--- config.mk ---
export PLATFORM = sky130hd
export DESIGN_NAME = rf_wport_arbiter
export DESIGN_NICKNAME = d
export VERILOG_FILES = /design/src/rtl/rf_ctrl_pkg.sv /design/src/rtl/rf_scoreboard.sv /design/src/rtl/rf_wport_arbiter.sv
export SDC_FILE = /design/constraint.sdc
export NUM_CORES = 1
export LEC_CHECK = 0
export ABC_CLOCK_PERIOD_IN_PS = 2800
export CAP_MARGIN = 20
export CORE_ASPECT_RATIO = 1.1
export CORE_UTILIZATION = 45
export CTS_CLUSTER_DIAMETER = 80
export CTS_CLUSTER_SIZE = 16
export DETAILED_ROUTE_END_ITERATION = 8
export PLACE_DENSITY = 0.79
export SLEW_MARGIN = 20
export SYNTH_ARGS = -nofsm -noshare
export SYNTH_HDL_FRONTEND = slang
export SYNTH_SLANG_ARGS = --single-unit
export TNS_END_PERCENT = 100
--- constraint.sdc ---
create_clock -name clk -period 2.8 [get_ports clk]
set_input_delay 0.56 -clock clk [delete_from_list [all_inputs] [get_ports clk]]
set_output_delay 0.56 -clock clk [all_outputs]
set_load 0.02 [all_outputs]
--- src/rtl/rf_ctrl_pkg.sv ---
// Shared constants and write-request bundle for the regfile write-port arbiter.
package rf_ctrl_pkg;

    localparam int XLEN = 32;
    localparam int NREG = 32;
    localparam int AW   = 5;

    typedef struct packed {
        logic            we;
        logic [AW-1:0]   addr;
        logic [XLEN-1:0] data;
    } rf_wr_t;

endpackage

--- src/rtl/rf_scoreboard.sv ---
// Busy bits for outstanding long-latency destinations plus decode hazard lookup.
module rf_scoreboard
    import rf_ctrl_pkg::*;
(
    input  logic            clk,
    input  logic            rst_n,
    input  logic            set_en_i,
    input  logic [AW-1:0]   set_idx_i,
    input  logic            clr_en_i,
    input  logic [AW-1:0]   clr_idx_i,
    input  logic [AW-1:0]   rs1_i,
    input  logic [AW-1:0]   rs2_i,
    input  logic [AW-1:0]   rd_i,
    output logic [NREG-1:0] busy_o,
    output logic            stall_o
);

    logic [NREG-1:0] busy_q;
    logic [NREG-1:0] busy_d;

    function automatic logic hit(input logic [NREG-1:0] b,
                                 input logic [AW-1:0] idx);
        return (idx != '0) && b[idx];
    endfunction

    // A new issue to the index being retired this cycle keeps it busy.
    always_comb begin
        busy_d = busy_q;
        if (clr_en_i)
            busy_d[clr_idx_i] = 1'b0;
        if (set_en_i && set_idx_i != '0)
            busy_d[set_idx_i] = 1'b1;
    end

    always_ff @(posedge clk or negedge rst_n) begin
        if (!rst_n)
            busy_q <= '0;
        else
            busy_q <= busy_d;
    end

    assign busy_o  = busy_q;
    assign stall_o = hit(busy_q, rs1_i)
                   | hit(busy_q, rs2_i)
                   | hit(busy_q, rd_i);

endmodule

--- src/rtl/rf_wport_arbiter.sv ---
// Regfile write-port arbiter: pipeline writeback first, then a one-entry
// hold buffer, then a direct long-latency result.
module rf_wport_arbiter
    import rf_ctrl_pkg::*;
(
    input  logic            clk,
    input  logic            rst_n,
    input  logic            pipe_we,
    input  logic [AW-1:0]   pipe_rd,
    input  logic [XLEN-1:0] pipe_wd,
    input  logic            ll_issue,
    input  logic [AW-1:0]   ll_issue_rd,
    input  logic            ll_valid,
    input  logic [AW-1:0]   ll_rd,
    input  logic [XLEN-1:0] ll_wd,
    output logic            ll_ready,
    input  logic [AW-1:0]   dec_rs1,
    input  logic [AW-1:0]   dec_rs2,
    input  logic [AW-1:0]   dec_rd,
    output logic            dec_stall,
    output logic            rf_we,
    output logic [AW-1:0]   rf_waddr,
    output logic [XLEN-1:0] rf_wd,
    output logic [NREG-1:0] sb_busy
);

    rf_wr_t          pipe_req;
    rf_wr_t          ll_req;
    rf_wr_t          port;
    rf_wr_t          hold_q;
    rf_wr_t          hold_d;
    logic            ll_hs;
    logic            ll_commit;
    logic [NREG-1:0] busy;

    assign ll_ready = rst_n && !hold_q.we;
    assign ll_hs    = ll_valid && ll_ready;

    always_comb begin
        pipe_req = '{we: pipe_we && pipe_rd != '0, addr: pipe_rd, data: pipe_wd};
        ll_req   = '{we: ll_hs && ll_rd != '0, addr: ll_rd, data: ll_wd};
    end

    always_comb begin
        port      = '0;
        ll_commit = 1'b0;
        if (!rst_n) begin
            port = '0;
        end else if (pipe_req.we) begin
            port = pipe_req;
        end else if (hold_q.we) begin
            port      = hold_q;
            ll_commit = 1'b1;
        end else if (ll_req.we) begin
            port      = ll_req;
            ll_commit = 1'b1;
        end
    end

    // Capture only happens when hold is empty, so drain and capture never collide.
    always_comb begin
        hold_d = hold_q;
        if (hold_q.we && !pipe_req.we)
            hold_d = '0;
        if (ll_req.we && pipe_req.we)
            hold_d = ll_req;
    end

    always_ff @(posedge clk or negedge rst_n) begin
        if (!rst_n)
            hold_q <= '0;
        else
            hold_q <= hold_d;
    end

    rf_scoreboard u_sb (
        .clk       (clk),
        .rst_n     (rst_n),
        .set_en_i  (ll_issue),
        .set_idx_i (ll_issue_rd),
        .clr_en_i  (ll_commit),
        .clr_idx_i (port.addr),
        .rs1_i     (dec_rs1),
        .rs2_i     (dec_rs2),
        .rd_i      (dec_rd),
        .busy_o    (busy),
        .stall_o   (dec_stall)
    );

    assign rf_we    = port.we;
    assign rf_waddr = port.addr;
    assign rf_wd    = port.data;
    assign sb_busy  = busy;

    a_issue_busy: assert property (@(posedge clk) disable iff (!rst_n)
        (ll_issue && ll_issue_rd != '0
         && !(ll_commit && port.addr == ll_issue_rd))
        |-> !busy[ll_issue_rd]);

    a_pipe_busy: assert property (@(posedge clk) disable iff (!rst_n)
        (pipe_we && pipe_rd != '0) |-> !busy[pipe_rd]);

    a_ll_not_busy: assert property (@(posedge clk) disable iff (!rst_n)
        (ll_valid && ll_rd != '0) |-> busy[ll_rd]);

endmodule

==> metrics.cfg <==
[clock_tree]
cts_sinks=70
cts_hold_buf=0
cts_tree=done
cts_inserted_buffers=9
clk_pin_slew_ps=70
htreeDepth=3
cts_buffer_depth=2
clockRootBuffer=clkbuf_8
insertion_delay_ps=360

[setup_path]
crit_chain=clkbuf_2 > buf_12 > buf_4 > mux4_2 > mux2i_2 > nor3b_2 > nor3_1 > nand4_1 > buf_4
reg2reg_depth=7
crit_type=primary input to output port
rr_startpoint=hold_q[37]
endpoint_kind=output port
max_stage_delay_ps=500
crit_slowest_cell=mux4_2
cp_max_fo=6
r2r_setup_slack_ps=500
critPathRequiredTime_ps=2240
path_buf_inv=4
cp_top_family=multiplexers
critical_path.most_common_cell=buf_4
timing.rr.end=u_sb.busy_o[3]
arrival_ps=2180
crit_path_start_kind=primary input

[yosys]
ys.flop_type=dfrtp_1
yosysWarningCount=0
synthSimpleGateAreaFrac_pct=13.1
seq_area_frac_synth_pct=38.6
synthCells=457
yosys.area_share.xor_xnor_pct=0
synth_fa_ha_area_share_pct=0
netlist.area_leader.share_pct=38.6
synth_seq_cells=70
synth_compound_area_share_pct=30.6
synth_fp_nets=556
synth_mux_area_share_pct=13.5
netlist.top_cell.by_area=dfrtp_1
ys_top_cells_by_count=70 x dfrtp_1, 65 x o21ai_0, 51 x nand2_1
syn_area_mm2=0.00454
synthTopCellsByArea=dfrtp_1 39%, mux4_2 10%, o21ai_0 7.2%
synth_edf_count=0
synth_top_family_by_area=compound AO/OA/AOI/OAI gates
syn_area_per_cell_um2=9.92
yosysMostFrequentCell=dfrtp_1
synthArstFlopShare_pct=100
synth_cell_types=53

[finish]
diodes=0
nNetsFinal=789
final_util_pct=72.6
areaGrowthSynthToFinish_pct=57.6
drive_gt1_share_pct=27.8
nFillCells=698
regArea_mm2=0.00175
multi_input_area_mm2=0.00271

[global_routing]
grt_max_degree=34
grt_pass1_vias=5101
antenna_found_initial=0
track_usage_pct=32.8
gr-total-overflow=0
grt_pass1_wl_mm=26.4

[timing]
drv_slew=0
fmax_mhz=365
slew_headroom_pct=70.9
whs_ps=251
finalClockSkew_ps=5.86
fin_tns_setup_ps=0
setup_viol=0
final.min_clock_period_ps=2740
finalCritPeriodShare_pct=97.8
hold_violations=0
tightest_slew_ps=436

[run_status]
violations=DRC
status=complete, but fails checks

[power]
power_density_mw_per_mm2=516
ir_drop_mv=0.297
p_leak_uw=0.00304

[worst_hold_path]
min_path_type=primary input to asynchronous set/reset pin

[routing]
postRouteAntennaNets=0
vias=5021
wirelength_mm=16.5
dr.pass1.iters=7
drc=20
drt-wirelength-per-cell_um=20.2
drt_iter0_drc=302
detail_route.vias_per_cell=6.16

[die]
die_height_um=107
die_area_mm2=0.0105
initial_core_util_pct=46.1
rows=38
fp.dieW_um=97.7
fp.coreArea_mm2=0.00984
io_pins=171

[placement]
dpl.hpwl_mm=12.0
gp_congestion=0.920
portBuffers=170

[run]
drv_cap=0

[worst max-delay path by stage]
stage / startpoint / end / slack, ps / cells past startpoint
after CTS: ll_rd[2] / rf_wd[0] / -20 / 7
after global placement: dec_rs1[0] / dec_stall / -770 / 6
after floorplan: dec_rs2[0] / dec_stall / 4 / 6
after global routing: pipe_rd[3] / rf_wd[29] / -9 / 7
after detailed placement: pipe_rd[0] / rf_wd[20] / -820 / 7
final: dec_rs2[0] / dec_stall / 60 / 9
[per-stage QoR]
step / cell area, µm² / total power [µW] / setup slack, ps / std cells
after CTS: 7090 / 3670 / -18.3 / 812
final: 7150 / 3690 / 62.2 / 815
after global routing: 7150 / 3860 / -8.66 / 815
after floorplan: 4540 / 2070 / 4.30 / 457
after global placement: 6890 / 2780 / -771 / 790
after detailed placement: 6890 / 2820 / -815 / 790
[repair_timing]
item / 4_1_cts / 5_1_grt
pin swaps: 10 / 10
endpoints found under the setup margin: 39 / 38
gates cloned: 4 / 0
setup buffers: 2 / 3
resized for setup: 259 / 23
[layout make-up]
type / count / area share, %
Clock buffer: 13 / 2.22
Multi-Input combinational cell: 345 / 37.9
Inverter: 5 / 0.263
Tap cell: 120 / 2.10
Sequential cell: 70 / 24.5
Clock inverter: 3 / 0.595
Timing Repair Buffer: 259 / 32.4
[per-layer routing]
layer	global-route usage (%)	vias up	wire length, µm
met5	0	-	0
met4	11.6	0	491
met3	7.60	39	1220
met2	59.9	261	8680
met1	37.7	2438	6060
li1	-	2283	-
[placed cells by master, fill, tap and decap left out, types with 7 or more instances in the layout]
cell type	instances
nor2_1	13
nand3b_1	8
buf_4	80
mux4_2	21
o31ai_1	15
buf_6	8
buf_2	32
dfrtp_1	70
clkbuf_8	11
nor3_1	7
o21ai_0	34
dlygate4sd2_1	9
mux2i_1	12
o21ai_1	32
clkdlybuf4s50_1	113
nand2_1	50
a22oi_1	28
a22o_1	37
o41ai_1	7
[kinds of logic (layout without fill, tap and decap cells)]
| logic type | after synthesis | after routing |
|---|---|---|
| mux | 35 | 35 |
| flops | 70 | 70 |
| compound gates | 194 | 194 |
| simple gates | 115 | 116 |
| buf+inv | 43 | 280 |
[where the power goes]
part           internal (µW)  switching [µW]
Combinational            766             665
Sequential              1200             212
Clock                    459             385
Total                   2430            1260
[worst reg2reg max path: cells and delay by family, from the launching register on]
kind | cells | cell delay, ps
and+or+nand+nor | 2 | 540
DFF | 1 | 380
AOI/OAI and AO/OA | 3 | 740
buffers and inverters | 2 | 500
[registers in the layout, indices dropped and copies added, names as in the netlist]
register	cells
u_sb.busy_o	32
hold_q	38
(Power assumes the default switching activity.)
==> variant: new RTL, config.mk and constraints unchanged <==
The package constant `NREG` goes from 32 to 64.
--- a/src/rtl/rf_ctrl_pkg.sv
+++ b/src/rtl/rf_ctrl_pkg.sv
@@ -4,3 +4,3 @@
     localparam int XLEN = 32;
-    localparam int NREG = 32;
+    localparam int NREG = 64;
     localparam int AW   = 5;
Ports: changed (resized sb_busy); port bits go from 171 to 203. No check against the original RTL was run, so the function may have changed too.
==> variant against the unedited design <==
Power up 23%; sequential cell count unchanged; count of clock-buffer cells in the layout down 3; combinational power up 22%; wire length up 11%; cell area up 8.5%; area after synthesis up 6.6%; setup slack worse by 0.056 ns.
==> variant: results (changes against the unedited design) <==
----------------------------------------------------
[Routing]
  Total via count after detailed routing ... 5,290 (+5.4%)
  Wire length per cell after detailed routing ... 20.3 um (+0.48%)
  DR pass1 iterations ... 4 (-3)
  1st-iter DRT viols ... 339 (+12%)

[Logic synthesis]
  Sequential cell area fraction in the yosys report ... 0.362 (-0.0241)
  Count of different cell masters after synthesis ... 52 (-1.9%)
  Average cell area after synthesis ... 9.41 um2 (-5.2%)
  Biggest area contributors in the synthesized netlist ... sky130_fd_sc_hd__dfrtp_1, sky130_fd_sc_hd__mux4_2, sky130_fd_sc_hd__nand2_1
  Most common library cells after synthesis ... sky130_fd_sc_hd__nand2_1, sky130_fd_sc_hd__dfrtp_1, sky130_fd_sc_hd__o21ai_0

[Critical path]
  Endpoint of the worst register-to-register path ... u_sb.busy_o[29]$_DFF_PN0_
  CP arrival ... 2.23 ns (+0.05 ns)
  Critical Path Fanout Max ... 5 (-1)
  Slowest Stage Delay on Critical Path ... 0.53 ns (+0.03 ns)
  Gate family responsible for the most delay along the worst path ... simple AND/OR/NAND/NOR gates
  Slowest cell on crit path ... sky130_fd_sc_hd__or4_1
  Worst r2r path cells ... 8 (+1)
  Critical Path Start ... u_sb.busy_o[24]$_DFF_PN0_
  Minimum setup slack among reg-to-reg paths ... 0.60 ns (+0.10 ns)

[STA]
  Clock Skews ... 0.00336 ns (-0.00250 ns)
  Maximum achievable frequency ... 358 MHz (-2.0%)
  Hold WS ... 0.369 ns (+0.118 ns)
  Worst slew margin relative to its limit ... 0.538 (-0.171)

[Global route]
  Overall Global Routing Usage ... 0.331 (+0.00290)
  Pin count of the biggest net entering global routing ... 58 (+71%)
  Via count of the first global-routing pass ... 5,374 (+5.4%)
  Wire length of the first global-routing pass ... 28.3 mm (+7.0%)

[Power and ir drop]
  Clk. pwr ... 1.31 mW (+55%)
  P_sw ... 1.51 mW (+19%)
  P_leak ... 3.36 nW (+11%)
  Sequential cell fraction of total power ... 0.325 (-0.058)
  Switching Fraction ... 0.332 (-0.0109)
  Worst IR drop on VDD ... 309 uV (+4.1%)

[Placed design]
  Pre-CTS setup slack ... -1.01 ns (-0.193 ns)
  Placed instance count ... 874 (+11%)
  Dpl hpwl ... 13.0 mm (+8.7%)
  Post-detailed-placement cell area ... 0.00713 mm2 (+3.5%)

[Run status]
  Result of the run ... completed

[Clocking]
  Clk Tree Root Cell ... sky130_fd_sc_hd__clkbuf_16
  Clock transition at the register clock pins on the worst setup and hold paths after CTS ... 0.05 ns (-0.02 ns)

[Finish]
  Non-Filler Instances ... 901 (+11%)
  Layout Nets ... 852 (+8.0%)

----------------------------------------------------
[variant: changes by cell type after synthesis, sizes merged, moves of 6 or more]
cell    delta
o211ai     -6
nand2     +42
buf       +34
o41ai      +6
o21ai     -27
nor2b      +6
[variant: per-layer routing]
| layer | global-route usage | routed length, um | share of wire |
|---|---|---|---|
| met1 | 0.380 | 6680 | 0.37 |
| met3 | 0.0832 | 1360 | 0.075 |
| met2 | 0.579 | 9630 | 0.53 |
| met4 | 0.139 | 603 | 0.033 |
| met5 | 0 | 0 | 0 |
[variant: final cells by class]
class	count	area (um2)
sequential	70	1760
inverter	5	18.8
timing repair buffer	269	2480
clock inverter	6	109
clock buffer	10	239
multi-input combinational	398	2980
fill	762	2690
tap	143	179
[variant: worst register-to-register path: cells and delay by family, from the launching register on]
kind / cells / cell delay, ns
DFF: 1 / 0.38
and+or+nand+nor: 2 / 0.41
AOI/OAI and AO/OA: 3 / 0.61
buffers and inverters: 3 / 0.67
[variant: logic make-up (layout without fill, tap and decap cells)]
| kind of cell | count (synthesis) | in the layout | share of synthesized area |
|---|---|---|---|
| AOI/OAI and AO/OA | 171 | 171 | 0.267 |
| buffers and inverters | 77 | 290 | 0.0947 |
| DFF | 70 | 70 | 0.362 |
| muxes | 32 | 32 | 0.109 |
| other | 1 | 32 | 0.000775 |
| and+or+nand+nor | 163 | 163 | 0.166 |
[variant: what timing repair did]
item | 4_1_cts | 5_1_grt
resized for setup | 286 | 37
pin swaps | 17 | 10
setup endpoints to repair | 39 | 37
buffers inserted | 4 | 3
endpoints found under the hold margin | 0 | 0
gates cloned | 3 | 2
